--- src/rtl/pl_alu_pkg.sv ---
// Shared opcode, FSM-state and flag types for the pipelined ALU; PL_ALU_MUL_EN enables opcode 13 (MUL).
// Latency: none, types and helper only.
// Backpressure: none, types and helper only.
package pl_alu_pkg;

  localparam int OPC_W = 4;

  typedef enum logic [OPC_W-1:0] {
    OP_ADD   = 4'd0,
    OP_ADDC  = 4'd1,
    OP_SUB   = 4'd2,
    OP_CMP   = 4'd3,
    OP_AND   = 4'd4,
    OP_OR    = 4'd5,
    OP_LAND  = 4'd6,
    OP_LOR   = 4'd7,
    OP_NOT   = 4'd8,
    OP_LNOT  = 4'd9,
    OP_SHL   = 4'd10,
    OP_SHR   = 4'd11,
    OP_STORE = 4'd12,
    OP_MUL   = 4'd13,
    OP_ILL14 = 4'd14,
    OP_ILL15 = 4'd15
  } alu_op_e;

  typedef enum logic {
    IDLE = 1'b0,
    ITER = 1'b1
  } alu_state_e;

  // Flag bundle held in the output register next to the result.
  typedef struct packed {
    logic cout;
    logic zero;
    logic gt;
    logic lt;
    logic eq;
    logic illegal;
  } alu_flags_t;

  // True when an accepted op must go through the iterative datapath.
  // Zero-distance shifts complete in the single-cycle path instead.
  function automatic logic op_needs_iter(alu_op_e op, logic shamt_nz);
    logic r;
    r = 1'b0;
    case (op)
      OP_SHL, OP_SHR: r = shamt_nz;
`ifdef PL_ALU_MUL_EN
      OP_MUL:         r = 1'b1;
`endif
      default:        r = 1'b0;
    endcase
    return r;
  endfunction

endpackage

--- src/rtl/pl_alu_seq_if.sv ---
// Operation/result handshake bundle between the ID/EX producer, the ALU and the EX/MEM consumer.
// Latency: none, wiring only.
// Backpressure: in_ready stalls the producer, out_ready stalls the ALU result register.
interface pl_alu_seq_if
  import pl_alu_pkg::*;
#(
  parameter int WIDTH = 8
);

  logic             in_valid;
  logic             in_ready;
  logic [OPC_W-1:0] op;
  logic [WIDTH-1:0] op1;
  logic [WIDTH-1:0] op2;
  logic             cin;
  logic             out_valid;
  logic             out_ready;
  logic [WIDTH-1:0] dout;
  logic [WIDTH-1:0] dout_hi;
  logic             cout;
  logic             zero;
  logic             gt;
  logic             lt;
  logic             eq;
  logic             illegal;

  // Pipeline side: presents operations and consumes results.
  modport master (
    output in_valid, op, op1, op2, cin, out_ready,
    input  in_ready, out_valid, dout, dout_hi, cout, zero, gt, lt, eq, illegal
  );

  // ALU side.
  modport slave (
    input  in_valid, op, op1, op2, cin, out_ready,
    output in_ready, out_valid, dout, dout_hi, cout, zero, gt, lt, eq, illegal
  );

endinterface

--- src/rtl/pl_alu_iter.sv ---
// Iterative datapath: logical shifts one bit per cycle and (PL_ALU_MUL_EN) unsigned shift-add multiply.
// Latency: n cycles after start for a shift by n, WIDTH cycles for MUL; done marks the final step.
// Backpressure: none; the caller only starts it when the result register will be free on completion.
module pl_alu_iter
  import pl_alu_pkg::*;
#(
  parameter int WIDTH = 8,
  parameter int SHW   = $clog2(WIDTH)
) (
  input  logic             clk,
  input  logic             rst_n,
  input  logic             start_vld,
  input  alu_op_e          start_op,
  input  logic [WIDTH-1:0] start_op1,
  input  logic [WIDTH-1:0] start_op2,
  output logic             done,
  output logic [WIDTH-1:0] res_dat,
`ifdef PL_ALU_MUL_EN
  output logic [WIDTH-1:0] res_hi_dat,
`endif
  output logic             res_cout
);

  // Counter must hold WIDTH itself for MUL, hence one bit wider than the shift amount.
  localparam int CW = SHW + 1;

  logic [CW-1:0]    cnt_q, cnt_d;
  logic [WIDTH-1:0] acc_q, acc_d;   // shift operand, or multiplier / low product for MUL
  logic             left_q, left_d;
  logic [WIDTH-1:0] step_acc;
  logic             step_cout;

`ifdef PL_ALU_MUL_EN
  logic             mul_q, mul_d;
  logic [WIDTH-1:0] mcand_q, mcand_d;
  logic [WIDTH-1:0] hi_q, hi_d;
  logic [WIDTH-1:0] step_hi;
  logic [WIDTH:0]   psum;
`else
  logic [WIDTH-SHW-1:0] unused_op2_hi;
  assign unused_op2_hi = start_op2[WIDTH-1:SHW];
`endif

  // One iteration step computed from the working registers.
  always_comb begin
    step_acc  = left_q ? {acc_q[WIDTH-2:0], 1'b0} : {1'b0, acc_q[WIDTH-1:1]};
    step_cout = left_q ? acc_q[WIDTH-1] : acc_q[0];
`ifdef PL_ALU_MUL_EN
    psum    = {1'b0, hi_q} + (acc_q[0] ? {1'b0, mcand_q} : {(WIDTH+1){1'b0}});
    step_hi = psum[WIDTH:1];
    if (mul_q) begin
      // Partial product shifts right into the multiplier register.
      step_acc  = {psum[0], acc_q[WIDTH-1:1]};
      step_cout = 1'b0;
    end
`endif
  end

  // Load on start, otherwise step and count down while busy.
  always_comb begin
    cnt_d  = cnt_q;
    acc_d  = acc_q;
    left_d = left_q;
`ifdef PL_ALU_MUL_EN
    mul_d   = mul_q;
    mcand_d = mcand_q;
    hi_d    = hi_q;
`endif
    if (start_vld) begin
      left_d = (start_op == OP_SHL);
      acc_d  = start_op1;
      cnt_d  = {1'b0, start_op2[SHW-1:0]};
`ifdef PL_ALU_MUL_EN
      mul_d   = (start_op == OP_MUL);
      mcand_d = start_op1;
      hi_d    = '0;
      if (start_op == OP_MUL) begin
        acc_d = start_op2;
        cnt_d = CW'(WIDTH);
      end
`endif
    end else if (cnt_q != '0) begin
      cnt_d = cnt_q - CW'(1);
      acc_d = step_acc;
`ifdef PL_ALU_MUL_EN
      hi_d  = step_hi;
`endif
    end
  end

  // Working registers; reset discards any operation in flight.
  always_ff @(posedge clk or negedge rst_n) begin
    if (!rst_n) begin
      cnt_q  <= '0;
      acc_q  <= '0;
      left_q <= 1'b0;
`ifdef PL_ALU_MUL_EN
      mul_q   <= 1'b0;
      mcand_q <= '0;
      hi_q    <= '0;
`endif
    end else begin
      cnt_q  <= cnt_d;
      acc_q  <= acc_d;
      left_q <= left_d;
`ifdef PL_ALU_MUL_EN
      mul_q   <= mul_d;
      mcand_q <= mcand_d;
      hi_q    <= hi_d;
`endif
    end
  end

  // The final step's value is handed straight to the output register.
  assign done     = (cnt_q == CW'(1));
  assign res_dat  = step_acc;
  assign res_cout = step_cout;
`ifdef PL_ALU_MUL_EN
  assign res_hi_dat = step_hi;
`endif

endmodule

--- src/rtl/pl_alu_seq.sv ---
// Handshaked EX-stage ALU; PL_ALU_MUL_EN adds an iterative unsigned multiplier on opcode 13.
// Latency: 1 for single-cycle ops and zero shifts, n+1 for shift by n, WIDTH+1 for MUL.
// Backpressure: in_ready low while iterating or while a held result is not being consumed.
module pl_alu_seq
  import pl_alu_pkg::*;
#(
  parameter int WIDTH = 8
) (
  input logic         clk,
  input logic         rst_n,
  pl_alu_seq_if.slave bus
);

  localparam int SHW = $clog2(WIDTH);

  alu_state_e       state_q, state_d;
  logic             out_valid_q, out_valid_d;
  logic [WIDTH-1:0] dout_q, dout_d;
  alu_flags_t       flags_q, flags_d;
`ifdef PL_ALU_MUL_EN
  logic [WIDTH-1:0] dout_hi_q, dout_hi_d;
  logic [WIDTH-1:0] it_res_hi;
`endif

  alu_op_e          op;
  logic [SHW-1:0]   shamt;
  logic             load_ok;
  logic             in_ready;
  logic             accept;
  logic             go_iter;

  logic             it_done;
  logic [WIDTH-1:0] it_res;
  logic             it_cout;
  logic             it_zero;

  logic [WIDTH:0]   add_sum;
  logic [WIDTH:0]   sub_dif;
  logic [WIDTH-1:0] sc_dout;
  logic             sc_cout;
  logic             sc_gt;
  logic             sc_lt;
  logic             sc_eq;
  logic             sc_ill;

  assign op       = alu_op_e'(bus.op);
  assign shamt    = bus.op2[SHW-1:0];
  assign load_ok  = !out_valid_q || bus.out_ready;
  assign in_ready = (state_q == IDLE) && load_ok;
  assign accept   = bus.in_valid && in_ready;
  assign go_iter  = accept && op_needs_iter(op, shamt != '0);

  // Single-cycle datapath, evaluated on the live operands during the accept cycle.
  always_comb begin
    add_sum = {1'b0, bus.op1} + {1'b0, bus.op2}
            + {{WIDTH{1'b0}}, (op == OP_ADDC) && bus.cin};
    sub_dif = {1'b0, bus.op1} + {1'b0, ~bus.op2} + {{WIDTH{1'b0}}, 1'b1};
    sc_dout = '0;
    sc_cout = 1'b0;
    sc_gt   = 1'b0;
    sc_lt   = 1'b0;
    sc_eq   = 1'b0;
    sc_ill  = 1'b0;
    case (op)
      OP_ADD, OP_ADDC: begin
        sc_dout = add_sum[WIDTH-1:0];
        sc_cout = add_sum[WIDTH];
      end
      OP_SUB: begin
        sc_dout = sub_dif[WIDTH-1:0];
        sc_cout = sub_dif[WIDTH];
      end
      OP_CMP: begin
        sc_dout = sub_dif[WIDTH-1:0];
        sc_cout = sub_dif[WIDTH];
        sc_gt   = bus.op1 > bus.op2;
        sc_lt   = bus.op1 < bus.op2;
        sc_eq   = bus.op1 == bus.op2;
      end
      OP_AND:   sc_dout = bus.op1 & bus.op2;
      OP_OR:    sc_dout = bus.op1 | bus.op2;
      OP_LAND:  sc_dout = {{(WIDTH-1){1'b0}}, (|bus.op1) && (|bus.op2)};
      OP_LOR:   sc_dout = {{(WIDTH-1){1'b0}}, (|bus.op1) || (|bus.op2)};
      OP_NOT:   sc_dout = ~bus.op1;
      OP_LNOT:  sc_dout = {{(WIDTH-1){1'b0}}, ~|bus.op1};
      // Only reached for zero-distance shifts: operand passes through, nothing shifted out.
      OP_SHL, OP_SHR: sc_dout = bus.op1;
      OP_STORE: sc_dout = bus.op1;
`ifdef PL_ALU_MUL_EN
      OP_MUL:   sc_dout = '0;
`endif
      default:  sc_ill = 1'b1;
    endcase
  end

`ifdef PL_ALU_MUL_EN
  assign it_zero = (it_res == '0) && (it_res_hi == '0);
`else
  assign it_zero = (it_res == '0);
`endif

  // FSM next state and output-register load.
  always_comb begin
    state_d     = state_q;
    out_valid_d = out_valid_q;
    dout_d      = dout_q;
    flags_d     = flags_q;
`ifdef PL_ALU_MUL_EN
    dout_hi_d   = dout_hi_q;
`endif
    if (out_valid_q && bus.out_ready) begin
      out_valid_d = 1'b0;
    end
    case (state_q)
      IDLE: begin
        if (accept) begin
          if (go_iter) begin
            state_d = ITER;
          end else begin
            out_valid_d = 1'b1;
            dout_d      = sc_dout;
`ifdef PL_ALU_MUL_EN
            dout_hi_d   = '0;
`endif
            flags_d = '{cout: sc_cout, zero: !sc_ill && (sc_dout == '0),
                        gt: sc_gt, lt: sc_lt, eq: sc_eq, illegal: sc_ill};
          end
        end
      end
      ITER: begin
        // The register is necessarily free here: entry into ITER consumed or found it empty.
        if (it_done) begin
          state_d     = IDLE;
          out_valid_d = 1'b1;
          dout_d      = it_res;
`ifdef PL_ALU_MUL_EN
          dout_hi_d   = it_res_hi;
`endif
          flags_d = '{cout: it_cout, zero: it_zero,
                      gt: 1'b0, lt: 1'b0, eq: 1'b0, illegal: 1'b0};
        end
      end
      default: state_d = IDLE;
    endcase
  end

  // State and output register.
  always_ff @(posedge clk or negedge rst_n) begin
    if (!rst_n) begin
      state_q     <= IDLE;
      out_valid_q <= 1'b0;
      dout_q      <= '0;
      flags_q     <= '0;
`ifdef PL_ALU_MUL_EN
      dout_hi_q   <= '0;
`endif
    end else begin
      state_q     <= state_d;
      out_valid_q <= out_valid_d;
      dout_q      <= dout_d;
      flags_q     <= flags_d;
`ifdef PL_ALU_MUL_EN
      dout_hi_q   <= dout_hi_d;
`endif
    end
  end

  pl_alu_iter #(
    .WIDTH (WIDTH),
    .SHW   (SHW)
  ) u_iter (
    .clk        (clk),
    .rst_n      (rst_n),
    .start_vld  (go_iter),
    .start_op   (op),
    .start_op1  (bus.op1),
    .start_op2  (bus.op2),
    .done       (it_done),
    .res_dat    (it_res),
`ifdef PL_ALU_MUL_EN
    .res_hi_dat (it_res_hi),
`endif
    .res_cout   (it_cout)
  );

  assign bus.in_ready  = in_ready;
  assign bus.out_valid = out_valid_q;
  assign bus.dout      = dout_q;
`ifdef PL_ALU_MUL_EN
  assign bus.dout_hi   = dout_hi_q;
`else
  assign bus.dout_hi   = '0;
`endif
  assign bus.cout      = flags_q.cout;
  assign bus.zero      = flags_q.zero;
  assign bus.gt        = flags_q.gt;
  assign bus.lt        = flags_q.lt;
  assign bus.eq        = flags_q.eq;
  assign bus.illegal   = flags_q.illegal;

endmodule

--- src/flat_wrapper.sv ---
// flat-port wrapper written by rule: the top's interface ports become plain ports
module pl_alu_seq_flat import pl_alu_pkg::*;
#(
  parameter int WIDTH = 8
)
  (clk, rst_n, bus_in_valid, bus_op, bus_op1, bus_op2, bus_cin, bus_out_ready, bus_in_ready, bus_out_valid, bus_dout, bus_dout_hi, bus_cout, bus_zero, bus_gt, bus_lt, bus_eq, bus_illegal);
  pl_alu_seq_if #(.WIDTH(WIDTH)) bus_i ();
  input logic clk;
  input logic rst_n;
  input wire logic [$bits(bus_i.in_valid)-1:0] bus_in_valid;
  input wire logic [$bits(bus_i.op)-1:0] bus_op;
  input wire logic [$bits(bus_i.op1)-1:0] bus_op1;
  input wire logic [$bits(bus_i.op2)-1:0] bus_op2;
  input wire logic [$bits(bus_i.cin)-1:0] bus_cin;
  input wire logic [$bits(bus_i.out_ready)-1:0] bus_out_ready;
  output wire logic [$bits(bus_i.in_ready)-1:0] bus_in_ready;
  output wire logic [$bits(bus_i.out_valid)-1:0] bus_out_valid;
  output wire logic [$bits(bus_i.dout)-1:0] bus_dout;
  output wire logic [$bits(bus_i.dout_hi)-1:0] bus_dout_hi;
  output wire logic [$bits(bus_i.cout)-1:0] bus_cout;
  output wire logic [$bits(bus_i.zero)-1:0] bus_zero;
  output wire logic [$bits(bus_i.gt)-1:0] bus_gt;
  output wire logic [$bits(bus_i.lt)-1:0] bus_lt;
  output wire logic [$bits(bus_i.eq)-1:0] bus_eq;
  output wire logic [$bits(bus_i.illegal)-1:0] bus_illegal;
  assign bus_i.in_valid = bus_in_valid;
  assign bus_i.op = bus_op;
  assign bus_i.op1 = bus_op1;
  assign bus_i.op2 = bus_op2;
  assign bus_i.cin = bus_cin;
  assign bus_i.out_ready = bus_out_ready;
  assign bus_in_ready = bus_i.in_ready;
  assign bus_out_valid = bus_i.out_valid;
  assign bus_dout = bus_i.dout;
  assign bus_dout_hi = bus_i.dout_hi;
  assign bus_cout = bus_i.cout;
  assign bus_zero = bus_i.zero;
  assign bus_gt = bus_i.gt;
  assign bus_lt = bus_i.lt;
  assign bus_eq = bus_i.eq;
  assign bus_illegal = bus_i.illegal;
  pl_alu_seq #(.WIDTH(WIDTH)) u_core (.clk(clk), .rst_n(rst_n), .bus(bus_i));
endmodule
--- config.mk ---
export PLATFORM = sky130hd
export DESIGN_NAME = pl_alu_seq_flat
export DESIGN_NICKNAME = d
export VERILOG_FILES = /design/src/rtl/pl_alu_pkg.sv /design/src/rtl/pl_alu_seq_if.sv /design/src/rtl/pl_alu_iter.sv /design/src/rtl/pl_alu_seq.sv /design/src/flat_wrapper.sv
export SDC_FILE = /design/constraint.sdc
export NUM_CORES = 1
export LEC_CHECK = 0
export BUFFER_PORTS_ARGS = -buffer_cell sky130_fd_sc_hd__buf_2
export CAP_MARGIN = 20
export CORE_MARGIN = 2
export CORE_UTILIZATION = 55
export CTS_CLUSTER_SIZE = 16
export DETAILED_ROUTE_END_ITERATION = 8
export PLACE_DENSITY = 0.84
export SETUP_SLACK_MARGIN = 0.2
export SYNTH_ARGS = -nofsm -noshare
export SYNTH_HDL_FRONTEND = slang
export SYNTH_HIERARCHICAL = 1
export SYNTH_SLANG_ARGS = --single-unit
--- constraint.sdc ---
create_clock -name clk -period 2.2 [get_ports clk]
set_input_delay 0.11 -clock clk [delete_from_list [all_inputs] [get_ports clk]]
set_output_delay 0.11 -clock clk [all_outputs]
set_load 0.05 [all_outputs]
; After elaboration in Yosys (flattened, before gate mapping)
; Index checks and enable logic that the tools add are counted.
[classes]
n_eq_ne = 17
div_mod_pow = 0
bitwise = 5
muxes = 30
shift = 0
n_reduce_logical = 25
mul = 0
order_cmp = 2
add_sub_neg = 5
[op_table]
columns = op, count
row1 = 8-bit case mux with 9 select lines, 1
row2 = 8-bit 2-to-1 mux, 6
row3 = 4-bit equality test (second input constant), 5
row4 = 8-bit by 8-bit adder with 9-bit output, 2
row5 = 6-bit 2-to-1 mux, 3
row6 = 4-bit by 3-bit equality test with 1-bit output (second input constant), 4
row7 = 8-bit logical NOT, 2
row8 = 8-bit inverter, 2
row9 = 8-bit case mux with 2 select lines, 1
row10 = 8-bit OR reduction, 2
row11 = 1-bit 2-to-1 mux, 13
row12 = 13-bit OR reduction, 1
row13 = 6-bit case mux with 2 select lines, 1
row14 = 9-bit by 1-bit adder with 9-bit output, 1
row15 = 9-bit by 1-bit adder with 9-bit output (second input constant), 1
row16 = 8-bit AND, 1
row17 = 4-bit by 1-bit equality test with 1-bit output (second input constant), 2
row18 = 4-bit by 2-bit equality test with 1-bit output (second input constant), 2
row19 = 8-bit equality test, 1
row20 = 8-bit > comparator, 1
row21 = 8-bit less-than comparator, 1
row22 = 4-bit 2-to-1 mux, 2
row23 = 8-bit bitwise OR, 1
row24 = 1-bit logical AND, 7
row25 = other kinds (14), 21
[totals]
ram_bits = 0
mem_count = 0
latch_bits = 0
romBits = 0
regBits = 29

; Depth between registers and ports, before layout
; Gate-level depths: netlist (run 1).
[depth]
ltp_word = 9
depth_mapped = 14

; Hierarchy
; Netlist (run 1), hierarchy kept.
[modules_own_cells]
columns = module, area_per_inst_um2, instances, cells_per_inst, seq_area_each_um2
row1 = pl_alu_seq, 2318.5, 1, 299, 400.4
row2 = pl_alu_iter, 759.5, 1, 77, 325.3

; Worst setup path after synthesis (run 1)
; Ideal clock, no wire load.
[synth_path]
kind = input -> register
start = input port bus_op[1]
end = register u_core.flags_q (netlist bit u_core/bus.zero)
t_arrival_ns = 2.853
setup_slack_ns = -0.757
setup_ns = 0.104
path_buffers = 2
path_stages = 14
path_cell_list = buf_6 > clkbuf_1 > nand2b_1 > nor2_1 > nand3_1 > fa_1 > fa_1 > nor2_1 > a31oi_1 > o21ai_0 > a211oi_2 > nand4b_1 > or4_1 > o41ai_2
[synth_via]
elab_chain_len = 9
word_cells_on_any_way = 30
cone_classes = add/sub: 1 / eq/ne: 13 / mux: 5 / reduce/logical: 11
[synth_lines]
columns = element, line
row1 = start: declaration, flat_wrapper.sv:11  ; input wire logic [$bits(bus_i.op)-1:0] bus_op;
row2 = 4-bit by 1-bit equality test with 1-bit output, "pl_alu_seq.sv:56, pl_alu_seq.sv:64"
row3 = 1-bit logical AND, pl_alu_seq.sv:56  ; + {{WIDTH{1'b0}}, (op == OP_ADDC) && bus.cin};
row4 = 9-bit by 1-bit adder with 9-bit output, pl_alu_seq.sv:56
row5 = 8-bit case mux with 9 select lines, pl_alu_seq.sv:64  ; case (op)
row6 = 8-bit logical NOT, pl_alu_seq.sv:125  ; flags_d = '{cout: sc_cout, zero: !sc_ill && (sc_dout == '0),
row7 = 1-bit logical AND, pl_alu_seq.sv:125
row8 = 6-bit 2-to-1 mux, pl_alu_seq.sv:117  ; if (go_iter) begin
row9 = 6-bit 2-to-1 mux, pl_alu_seq.sv:116  ; if (accept) begin
row10 = 6-bit case mux with 2 select lines, pl_alu_seq.sv:114  ; case (state_q)
row11 = end signal: assignment, pl_alu_seq.sv:161  ; flags_q <= flags_d;
row12 = end: declaration, pl_alu_seq.sv:19  ; alu_flags_t flags_q, flags_d;
; Parallel ways exist; a longest one is shown, timed or not. The select of a mux whose other input is x is not followed.
; A chain may end at the register's enable or synchronous reset.

; Worst setup path after layout (run 1)
; Same ends and word-level chain as after synthesis.

==> results.yml, run 1 <==
place:
  pre_cts_ws_ns: -0.604
  port_buffers: 40
  post-dp-hpwl_um: 7010
  gp_congestion: 0.951
floorplanning:
  start_util: 0.566
  rows: 27
  die_x_um: 78.8
  die_h_um: 78.8
  die_area_um2: 6210
  io_pins: 49
  core_um2: 5440
timing:
  finClkSkew_ns: 0.00269
  worst_slack_ns: -0.251
  rsz0062_at_grt: "true"
  worst_pin_slew_ns: 0.592
  slew_headroom: 0.595
  max_clock_freq_mhz: 408
  hold_viol_final: 0
  setup-violations-final: 2
  final_max_slew_viol_count: 0
  fin_crit_sh: 1.11
  min_period_ns: 2.45
finish:
  nFillCells: 426
  layout_commonest_cell: "buf_4"
  seqCellArea_um2: 727
  diodes: 0
  syn_to_final_growth_pct: 28.6
  nNetsFinal: 527
  multi_input_comb_area_um2: 2180
  drive_above_1_share: 0.313
  layout_common_cells: "buf_4, buf_2, nand2_1"
critical_path:
  ff2ff_setup_slack_ns: 0.19
  crit_type: "in2reg"
  crit_required_ns: 2.39
  crit_fanout: 2
  r2r-end: "u_core/bus.zero$_DFFE_PN0P_"
  crit_path_start_kind: "primary input"
  crit_path_end_kind: "flop"
  critical_path_arrival_ns: 2.64
  r2r_start: "u_core/u_iter/cnt_q[1]$_DFFE_PN0P_"
  rr_worst_depth: 8
synth:
  synth-edff-count: 0
  synth_cell_types: 67
  yosys.area.top_type_share: 0.236
  yosys_warnings: 6
  synth_cells: 376
  synth_area_per_cell_um2: 8.19
  ys_ff_latch: 29
  synth.cell_area_um2: 3080
  synth_area_leader_cell: "dfrtp_1"
  synth-seq-area-share: 0.236
  synth-async-reset-ratio: 1.00
  synth-main-ff-cell: "dfrtp_1"
  synthTopCellsByArea: "dfrtp_1, ha_1, mux2i_1, nand2_1, nor2_1"
power_and_ir_drop:
  total_power_mw: 3.37
  p_per_area_nw_per_um2: 851
  irDropWorstVdd_v: 0.000616
  p_leak_nw: 1.94
cts:
  clkLatencyLatePin_ns: 0.28
  clk_pin_slew_ns: 0.06
  clock_path_buffers: 2
  root_buffer: "clkbuf_8"
  cts_sinks: 29
  cts_tree: "yes"
  cts_buffers: 5
  cts-htree-levels: 2
run_status:
  violations: "setup timing"
  status: "complete, but fails checks"
min_path:
  hp-class: "in2reg"
  hold_end: "u_core/bus.out_valid$_DFF_PN0_"
  min_from: "bus_out_ready"
  hold_depth: 2
detailed_routing:
  postRouteAntennaNets: 0
  viasPerCell: 5.92
  num_vias: 3228
  drt-total-wl_um: 9140
  drt_iter0_markers: 214
  drcViolationCount: 0
  wl_per_cell_um: 16.8
  first_pass_iters: 5
grt:
  grt_pass1_vias: 3131
  grtUsageTotal: 0.304
  grt_max_degree: 30
  antenna_found_initial: 0
  gr-total-overflow: 0
  grt_pass1_wl_um: 14800
flow_run:
  cap_violations: 0
==> timing repair <==
| action | in CTS | in global routing |
|---|---|---|
| endpoints found under the hold margin | 29 | 0 |
| hold buffers | 1 | 0 |
| pin swaps | 4 | 7 |
| buffers inserted | 0 | 3 |
| resized for setup | 8 | 6 |
| setup endpoints to repair | 7 | 9 |
==> per-layer routing <==
layer / global-route usage / up-vias / wire, um / part of all wire
met5: 0 / - / 0 / 0
met4: 0.160 / 0 / 405 / 0.044
met3: 0.0511 / 39 / 723 / 0.079
met2: 0.520 / 170 / 4350 / 0.48
met1: 0.368 / 1502 / 3660 / 0.40
li1: - / 1517 / - / -
==> stage by stage <==
step | hold slack, ns | instance area (um^2) | utilization | cells | TNS, ns
after global placement | 0.155 | 3760 | 0.692 | 533 | -2.00
after detailed placement | 0.155 | 3760 | 0.692 | 533 | -2.31
after global routing | 0.0509 | 3960 | 0.728 | 545 | -1.01
final | 0.0325 | 3960 | 0.728 | 545 | -0.327
after floorplan | -0.186 | 3150 | - | 383 | -1.35
after CTS | 0.0266 | 3910 | 0.719 | 542 | -0.244
==> flip-flops by register name, indices dropped and copies added (netlist names) <==
name	count
u_core/bus.dout	8
u_core/u_iter/acc_q	8
u_core/u_iter/cnt_q	4
u_core/bus.cout	1
u_core/bus.eq	1
u_core/bus.gt	1
u_core/bus.illegal	1
u_core/bus.lt	1
u_core/bus.out_valid	1
u_core/bus.zero	1
u_core/state_q	1
u_core/u_iter/left_q	1
==> worst max-delay path, cell delays in order <==
cell	delay (ns)
buf_6	0.09
nand2b_4	0.13
nor2_2	0.07
nand3_1	0.11
fa_2	0.38
fa_1	0.41
mux2i_1	0.19
xnor2_1	0.14
o221ai_1	0.16
nand2_1	0.12
nand4b_1	0.10
or4_4	0.43
o41ai_2	0.19
==> power by group <==
part | leakage [nW] | total, mW | switching (mW) | internal [mW]
Combinational | 1.52 | 1.97 | 1.23 | 0.744
Sequential | 0.374 | 0.914 | 0.167 | 0.747
Clock | 0.0542 | 0.480 | 0.198 | 0.282
==> logic make-up (layout without fill, tap and decap cells) <==
| kind of cell | Yosys count | count (layout) | share of synthesized area |
|---|---|---|---|
| adders and majority gates | 30 | 30 | 0.129 |
| and+or+nand+nor | 129 | 129 | 0.211 |
| muxes | 23 | 23 | 0.0780 |
| xor gates and xnor gates | 12 | 12 | 0.0341 |
| other | 1 | 8 | 0.00122 |
| AOI/OAI and AO/OA | 96 | 96 | 0.221 |
| DFF | 29 | 29 | 0.236 |
| buffers and inverters | 56 | 146 | 0.0902 |
==> cell usage after synthesis (all sizes together), types with 3 or more instances <==
cell type,instances
nor4,3
mux2i,15
nand3,9
inv,28
nor3,18
a21oi,19
and2,4
nand2,32
mux2,8
xnor2,12
o21ai,22
clkbuf,6
nor2,30
o21a,4
buf,22
nand2b,5
o41ai,3
o21bai,3
o31ai,6
dfrtp,29
nor3b,4
fa,3
a31oi,5
nor2b,10
ha,27
==> final cells by class <==
class,instances,area share
flip-flops and latches,29,0.184
inverters,28,0.0266
clock inverters,1,0.00126
repair buffers,110,0.191
clock buffers,7,0.0243
multi-input cells,298,0.551
well taps,72,0.0228
==> how the worst max path moves through the flow <==
stage,end,cells past startpoint,start
2_1_floorplan,u_core/bus.zero$_DFFE_PN0P_,14,bus_op[1]
3_3_place_gp,u_core/bus.zero$_DFFE_PN0P_,13,bus_op[1]
3_5_place_dp,u_core/bus.zero$_DFFE_PN0P_,13,bus_op[1]
4_1_cts,u_core/bus.zero$_DFFE_PN0P_,13,bus_op[1]
5_1_grt,u_core/bus.zero$_DFFE_PN0P_,13,bus_op[1]
6_report,u_core/bus.zero$_DFFE_PN0P_,13,bus_op[1]
Power figures use the tool's default switching activity.
==> inputs of run 2 (changes only) <==
--- a/config.mk
+++ b/config.mk
@@ -8,10 +8,10 @@
 export BUFFER_PORTS_ARGS = -buffer_cell sky130_fd_sc_hd__buf_2
 export CAP_MARGIN = 20
 export CORE_MARGIN = 2
-export CORE_UTILIZATION = 55
+export CORE_UTILIZATION = 39
 export CTS_CLUSTER_SIZE = 16
 export DETAILED_ROUTE_END_ITERATION = 8
-export PLACE_DENSITY = 0.84
+export PLACE_DENSITY = 0.65
 export SETUP_SLACK_MARGIN = 0.2
 export SYNTH_ARGS = -nofsm -noshare
 export SYNTH_HDL_FRONTEND = slang
==> run 2 against run 1 <==
The run still ends with setup timing left. Combinational power rose by 2%. Sequential cell count did not move. Cell count rose by 6.8%. Routed wire length fell by 1.6%. Register-to-register slack improved by 0.07 ns. Utilization fell by 19 points. Fmax fell by 0.17%. Critical path depth did not move. Non-clock buffer count rose by 7. Setup slack got worse by 0.0043 ns. Die area rose by 39%. Power fell by 0.15%. Critical path type unchanged. Largest cell class unchanged.
==> results.yml, run 2 (synthesized netlist as in run 1, its figures left out) <==
floorplanning:
  core_um2: 7690
  die_area_um2: 8620
  rows: 32
  io_pins: 49
  die_h_um: 92.8
  start_util: 0.400
  die_x_um: 92.8
timing:
  hold_viol_final: 0
  rsz0062_at_grt: "true"
  min_period_ns: 2.46
  worst_pin_slew_ns: 0.630
  fin_crit_sh: 1.12
  slew_headroom: 0.580
  finClkSkew_ns: 0.00356
  timing.hold.ws_ns: 0.0492
  final_max_slew_viol_count: 0
  setup-violations-final: 3
  max_clock_freq_mhz: 407
  worst_slack_ns: -0.255
finish:
  drive_above_1_share: 0.348
  nNetsFinal: 534
  layout_common_cells: "buf_4, buf_2, nand2_1"
  layout_commonest_cell: "buf_4"
  final_area_um2: 4130
  syn_to_final_growth_pct: 34.1
  diodes: 0
  nFillCells: 747
cts:
  cts_tree: "yes"
  cts_buffers: 5
  root_buffer: "clkbuf_8"
  clkLatencyLatePin_ns: 0.28
  cts_sinks: 29
  clk_pin_slew_ns: 0.06
  clock_path_buffers: 2
  cts-htree-levels: 2
detailed_routing:
  drt_iter0_markers: 188
  viasPerCell: 5.38
  first_pass_iters: 5
  num_vias: 3132
  drt-total-wl_um: 8990
  postRouteAntennaNets: 0
  wl_per_cell_um: 15.5
  drcViolationCount: 0
min_path:
  hp-class: "in2reg"
  hold_depth: 2
run_status:
  status: "complete, but fails checks"
  violations: "setup timing"
critical_path:
  rr_worst_depth: 8
  r2r-end: "u_core/bus.zero$_DFFE_PN0P_"
  ff2ff_setup_slack_ns: 0.26
  crit_required_ns: 2.38
  crit_fanout: 2
  startpoint: "bus_op[1]"
  worstSetupEndpoint: "u_core/bus.zero$_DFFE_PN0P_"
  crit_path_end_kind: "flop"
  crit_path_start_kind: "primary input"
  critical_path_arrival_ns: 2.63
  crit_type: "in2reg"
  r2r_start: "u_core/u_iter/cnt_q[1]$_DFFE_PN0P_"
grt:
  antenna_found_initial: 0
  grt_pass1_wl_um: 14600
  grtUsageTotal: 0.211
  gr-total-overflow: 0
  grt_max_degree: 30
  grt_pass1_vias: 2995
place:
  gp_congestion: 0.998
  placed_area_um2: 3830
  port_buffers: 40
  post-dp-hpwl_um: 7060
power_and_ir_drop:
  p_leak_nw: 1.99
  irDropWorstVdd_v: 0.000271
  p_per_area_nw_per_um2: 814
flow_run:
  cap_violations: 0
==> run 2: routing by layer <==
layer | vias up | track usage | wire length, um
li1 | 1533 | - | -
met1 | 1480 | 0.267 | 3820
met2 | 102 | 0.373 | 4510
met3 | 17 | 0.0228 | 487
met4 | 0 | 0.0674 | 172
met5 | - | 0 | 0
==> run 2: layout make-up <==
class | instances | area [um^2] | area share
well taps | 102 | 128 | 0.0309
multi-input cells | 298 | 2260 | 0.548
flip-flops and latches | 29 | 727 | 0.176
clock buffers | 8 | 90.1 | 0.0218
inverters | 28 | 105 | 0.0255
repair buffers | 117 | 818 | 0.198
==> run 2: how the worst min path moves through the flow <==
stage	slack, ns	from	to
after floorplan	-0.19	rst_n	u_core/bus.cout$_DFFE_PN0P_
after global placement	0.17	rst_n	u_core/u_iter/cnt_q[2]$_DFFE_PN0P_
after detailed placement	0.17	rst_n	u_core/u_iter/cnt_q[2]$_DFFE_PN0P_
after CTS	0.06	bus_out_ready	u_core/bus.out_valid$_DFF_PN0_
after global routing	0.06	bus_out_ready	u_core/bus.out_valid$_DFF_PN0_
final	0.05	bus_out_ready	u_core/bus.out_valid$_DFF_PN0_
==> run 2: power breakdown <==
group	total (mW)	internal [mW]	leakage, nW	switching [mW]
Sequential	0.912	0.747	0.374	0.164
Combinational	2.01	0.785	1.57	1.23
Clock	0.437	0.254	0.0455	0.183
Total	3.36	1.79	1.99	1.57
==> run 2: worst max-delay path: stages <==
cell      delay, ns
buf_6          0.09
nand2b_4       0.14
nor2_4         0.08
nand3_2        0.08
fa_2           0.36
fa_2           0.52
nor2_1         0.04
a31oi_1        0.14
o21ai_1        0.09
a211oi_2       0.23
nand4b_1       0.12
or4_4          0.42
o41ai_2        0.19
==> run 2: per-stage QoR <==
| stage | TNS [ns] | utilization | worst slack [ns] | power [mW] | instances |
|---|---|---|---|---|---|
| final | -0.388 | 0.537 | -0.255 | 3.36 | 582 |
| after global routing | -0.759 | 0.537 | -0.375 | 3.59 | 582 |
| after CTS | -0.516 | 0.526 | -0.262 | 3.33 | 581 |
| after detailed placement | -2.55 | 0.498 | -0.641 | 2.82 | 567 |
| after global placement | -2.24 | 0.498 | -0.578 | 2.78 | 567 |
| after floorplan | -1.35 | - | -0.605 | 2.28 | 383 |
==> run 2: repair_timing <==
action | in CTS | in global routing
pin swaps | 18 | 10
resized for setup | 18 | 19
hold endpoints to repair | 29 | 0
hold buffers | 1 | 0
setup endpoints to repair | 8 | 11
buffers inserted | 5 | 1
